**config.mk**
```make
export PLATFORM = sky130hd
export DESIGN_NAME = uart_rx
export DESIGN_NICKNAME = d
export VERILOG_FILES = /design/src/rtl/uart_rx.sv
export SDC_FILE = /design/constraint.sdc
export NUM_CORES = 1
export LEC_CHECK = 0
export ABC_AREA = 0
export BUFFER_PORTS_ARGS = -buffer_cell sky130_fd_sc_hd__buf_2
export CAP_MARGIN = 30
export CORE_MARGIN = 5
export CORE_UTILIZATION = 61
export CTS_BUF_LIST = sky130_fd_sc_hd__clkbuf_8
export DETAILED_ROUTE_END_ITERATION = 16
export PLACE_DENSITY = 0.91
export SLEW_MARGIN = 20
export SYNTH_ARGS = -nofsm -noshare
export SYNTH_HDL_FRONTEND = slang
export SYNTH_SLANG_ARGS = --single-unit
```
**constraint.sdc**
```tcl
create_clock -name clk -period 2.8 [get_ports clk]
set_clock_uncertainty 0.2 [all_clocks]
set_input_delay 0.7 -clock clk [delete_from_list [all_inputs] [get_ports clk]]
set_output_delay 0.7 -clock clk [all_outputs]
set_load 0.1 [all_outputs]
```
**src/rtl/uart_rx.sv**
```systemverilog
// 8N1 UART receiver: two-flop synchroniser, mid-bit sampling from a private bit timer,
// one-cycle rx_valid / frame_err pulses and break (held-low line) suppression.
module uart_rx #(
  parameter int CLOCKS_PER_BIT = 5000
) (
  input  logic       clk,
  input  logic       reset,
  input  logic       rx,
  output logic [7:0] rx_data,
  output logic       rx_valid,
  output logic       frame_err,
  output logic       busy
);
  localparam int HALF  = CLOCKS_PER_BIT / 2;
  localparam int CNT_W = $clog2(CLOCKS_PER_BIT);
  localparam logic [CNT_W-1:0] CNT_HALF = CNT_W'(HALF - 1);
  localparam logic [CNT_W-1:0] CNT_LAST = CNT_W'(CLOCKS_PER_BIT - 1);

  typedef enum logic [2:0] {IDLE, START, DATA, STOP, BRK} state_t;

  state_t           state, state_n;
  logic [1:0]       sync;
  logic             rx_s;
  logic [CNT_W-1:0] cnt, cnt_n;
  logic [2:0]       bit_idx, idx_n;
  logic [7:0]       shift, shift_n, data_n;
  logic             valid_n, ferr_n;

  // Flops reset high so a reset never looks like a start edge.
  always_ff @(posedge clk) begin
    if (reset) sync <= 2'b11;
    else       sync <= {sync[0], rx};
  end
  assign rx_s = sync[1];

  always_ff @(posedge clk) begin
    if (reset) begin
      state     <= IDLE;
      cnt       <= '0;
      bit_idx   <= '0;
      shift     <= '0;
      rx_data   <= '0;
      rx_valid  <= 1'b0;
      frame_err <= 1'b0;
    end else begin
      state     <= state_n;
      cnt       <= cnt_n;
      bit_idx   <= idx_n;
      shift     <= shift_n;
      rx_data   <= data_n;
      rx_valid  <= valid_n;
      frame_err <= ferr_n;
    end
  end

  always_comb begin
    state_n = state;
    cnt_n   = cnt;
    idx_n   = bit_idx;
    shift_n = shift;
    data_n  = rx_data;
    valid_n = 1'b0;
    ferr_n  = 1'b0;
    case (state)
      IDLE: begin
        cnt_n = '0;
        if (!rx_s) state_n = START;
      end
      START: begin
        if (cnt == CNT_HALF) begin
          cnt_n   = '0;
          idx_n   = '0;
          state_n = rx_s ? IDLE : DATA;  // high at mid-start: glitch, drop it
        end else begin
          cnt_n = cnt + CNT_W'(1);
        end
      end
      DATA: begin
        if (cnt == CNT_LAST) begin
          cnt_n   = '0;
          shift_n = {rx_s, shift[7:1]};
          if (bit_idx == 3'd7) state_n = STOP;
          else                 idx_n   = bit_idx + 3'd1;
        end else begin
          cnt_n = cnt + CNT_W'(1);
        end
      end
      STOP: begin
        if (cnt == CNT_LAST) begin
          cnt_n = '0;
          if (rx_s) begin
            data_n  = shift;
            valid_n = 1'b1;
            state_n = IDLE;
          end else begin
            ferr_n  = 1'b1;
            state_n = BRK;
          end
        end else begin
          cnt_n = cnt + CNT_W'(1);
        end
      end
      BRK: begin
        // Hold here until the line recovers so a break is not decoded as 0x00 frames.
        cnt_n = '0;
        if (rx_s) state_n = IDLE;
      end
      default: state_n = IDLE;
    endcase
  end

  assign busy = (state != IDLE);
endmodule

```
==> out/summary.txt <==
Worst Setup Start Kind: flip-flop
Cell-internal power: 810 uW
Gates resized, CTS repair: 0
Largest family of logic cells by synthesized area: simple AND/OR/NAND/NOR gates
Aggregate global-route resource usage: 18.9%
Post-placement setup slack: 0.399 ns
Run status: complete, no violations
Share of power burned in the clock network: 30.5%
Max rail drop VDD: 0.000616 V
Detailed Route WL: 3.38 mm
Fraction of the cycle the final worst path needs: 89.9%
Die width: 63.7 um
Logic pwr share: 19.4%
Die area: 4060 um2
Number of core rows: 19
Top-Level Pins: 14
Routed Antenna Nets: 0
Commonest cells after routing, fill and taps aside: 39 x sky130_fd_sc_hd__dfxtp_1, 37 x sky130_fd_sc_hd__nor2_1, 16 x sky130_fd_sc_hd__mux2i_1
TritonCTS buffer count: 5
Power density over cell area: 619 nW/um2
Deepest clock path buffer count: 2
Critical Path AT: 1.62 ns
Worst min-delay path category: reg -> reg
Largest net degree at the start of global routing: 33
Placer's final routability congestion estimate: 0.854
Iteration-0 DRC count of the detailed router: 74
Non-filler cells in the finished layout: 238
Primary flip-flop cell chosen by synthesis mapping: sky130_fd_sc_hd__dfxtp_1
Average size of a mapped cell: 9.20 um2
Fin crit period: 2.52 ns
Port Buffer Count: 13
Type of the worst setup path: reg -> out
Setup TNS Final: 0 ns
Pin slew with the least headroom to its limit: 0.732 ns
Flop and latch count out of synthesis: 39
Synthesized area: 1760 um2
Antenna violations before repair: 0
Antenna diode count: 0
Post-detailed-route wirelength per cell: 14.2 um
Max-cap violations: 0
Number of global-route vias before repair: 1380
Static leakage power: 0.000785 uW
Final-stage net count: 212
Endpoint kind of the worst setup timing path: primary output
Switching Share: 32.0%
Clock Root Buffer: sky130_fd_sc_hd__clkbuf_8
Relative slew slack: 50.5%
DRC violation count after routing: 0
Skew-Pair Late Insertion Delay: 0.30 ns
Fraction of registers with async set/reset: 0%
Count of flip-flops with a built-in enable after synthesis: 0
Clock sink count: 39
Post-synthesis cell type count: 40
Post-route setup slack: 0.282 ns
Net Count, Synth: 197
Post-CTS setup buffer count: 0
Setup repair after global routing missed its margin: no
Placed cells: 230
Adder-Cell Fraction of Synth Area: 2.14%
Number of hold-slack violations in the final timing report: 0
Total grt overflow: 0
Area fraction in and, or, nand and nor cells after synthesis: 26.2%
XOR/XNOR share of the synthesized area: 4.98%
Number of instances in the synthesized netlist: 191
Effective utilization at floorplan: 63.7%
Layout overhead on the synthesized area: 9.47%
Most frequent standard cell in the layout excluding fill and tap cells: sky130_fd_sc_hd__dfxtp_1
Vias per inst: 5.82
Number of search-and-repair iterations in the first detailed-routing pass: 4
Cells on worst reg2reg path: 7
Worst hold stages: 1
Number of hold buffers added after cts: 0
Min Hold Slack: 0.215 ns
Fraction of final layout cells with drive strength greater than 1: 16.9%
Mux share of post-synthesis cell area: 10.4%
Max Clock Freq: 397 MHz
Setup violations, final: 0
Register-to-register path setup slack: 0.39 ns
Share of power burned in registers: 50.1%
Required time at the worst-slack endpoint: 1.90 ns
Register clock-pin slew on the reported worst setup and hold paths: 0.07 ns
Chip height: 63.7 um
Global-route wire length before repair: 6.13 mm
Switching pwr: 381 uW
Pins Over Slew Limit: 0
Number of warnings printed during yosys synthesis: 0
Part of the Yosys area used for sequential elements: 44.4%
Area of the core: 2760 um2
Complex-gate fraction of the synthesized area: 8.47%
Biggest fanout along the worst timing path: 15
DR vias: 1385
CTS tree: yes
Sum of net half-perimeters after detailed placement: 2.34 mm
Htree depth: 2
[synthesized netlist by cell type, drive strengths merged (2+ instances only)]
library cell / number / area (um2)
a21oi: 9 / 45.0
a32oi: 2 / 17.5
and3: 3 / 18.8
and4: 2 / 18.8
buf: 2 / 22.5
clkbuf: 6 / 22.5
dfxtp: 39 / 781
ha: 3 / 37.5
inv: 4 / 15.0
mux2: 2 / 22.5
mux2i: 16 / 160
nand2: 12 / 47.6
nand2b: 4 / 25.0
nand3: 4 / 20.0
nand4: 6 / 37.5
nand4b: 2 / 17.5
nor2: 37 / 139
nor2b: 2 / 12.5
nor3: 3 / 15.0
nor3b: 2 / 15.0
nor4: 2 / 27.5
o21ai: 4 / 20.0
or2: 3 / 18.8
xor2: 9 / 78.8
[layer usage]
| metal | vias up | track usage [%] | wire length, um |
|---|---|---|---|
| met1 | 667 | 22.3 | 1560 |
| met5 | - | 0 | 0 |
| met3 | 5 | 4.62 | 105 |
| li1 | 692 | - | - |
| met4 | 0 | 10.1 | 60 |
| met2 | 21 | 31.3 | 1650 |
[layout make-up]
class | count | area [um2]
Tap cell | 31 | 38.8
Timing Repair Buffer | 16 | 87.6
Clock buffer | 5 | 68.8
Clock inverter | 3 | 16.3
Sequential cell | 39 | 781
Fill cell | 209 | 833
Inverter | 4 | 15.0
Multi-Input combinational cell | 140 | 917
[state kept, by name, summed over array words and instances (netlist names)]
register and flops:
bit_idx 3, sync 2, frame_err 1, state 3
rx_valid 1, shift 8, rx_data 8, cnt 13
[path summary, 6_finish.rpt]
path,from,end
hold / removal,sync[0],sync[1]
setup reg to reg,bit_idx[0],bit_idx[0]
hold reg to reg,sync[0],sync[1]
setup / recovery,state[2],busy
[power groups by stage]
stage	logic (uW)	clock network (uW)	registers [uW]
after CTS	230	370	595
after detailed placement	229	0	607
final	230	364	596
after global routing	254	396	600
after floorplan	213	0	588
after global placement	222	0	605
[cell families (layout without fill, tap and decap cells)]
logic type | Yosys count | in the layout
XOR/XNOR | 10 | 10
adder cells (fa/ha/maj) | 3 | 3
AO/OA/AOI/OAI | 22 | 22
multiplexers | 18 | 18
AND/OR/NAND/NOR | 87 | 87
buffers and inverters | 12 | 28
flip-flops | 39 | 39
[worst max-delay path, stage by stage (launching register included)]
cell                      delay [ns]
sky130_fd_sc_hd__dfxtp_1        0.64
sky130_fd_sc_hd__inv_1          0.16
sky130_fd_sc_hd__nand2_1        0.10
sky130_fd_sc_hd__buf_2          0.42
[stage by stage]
stage	util [%]	power [uW]	cell area, um2
floorplan	-	801	1760
global placement	66.7	827	1840
detailed placement	66.7	836	1840
CTS	69.8	1190	1920
global route	69.8	1250	1920
finish	69.8	1190	1920
Power figures use the tool's default switching activity.
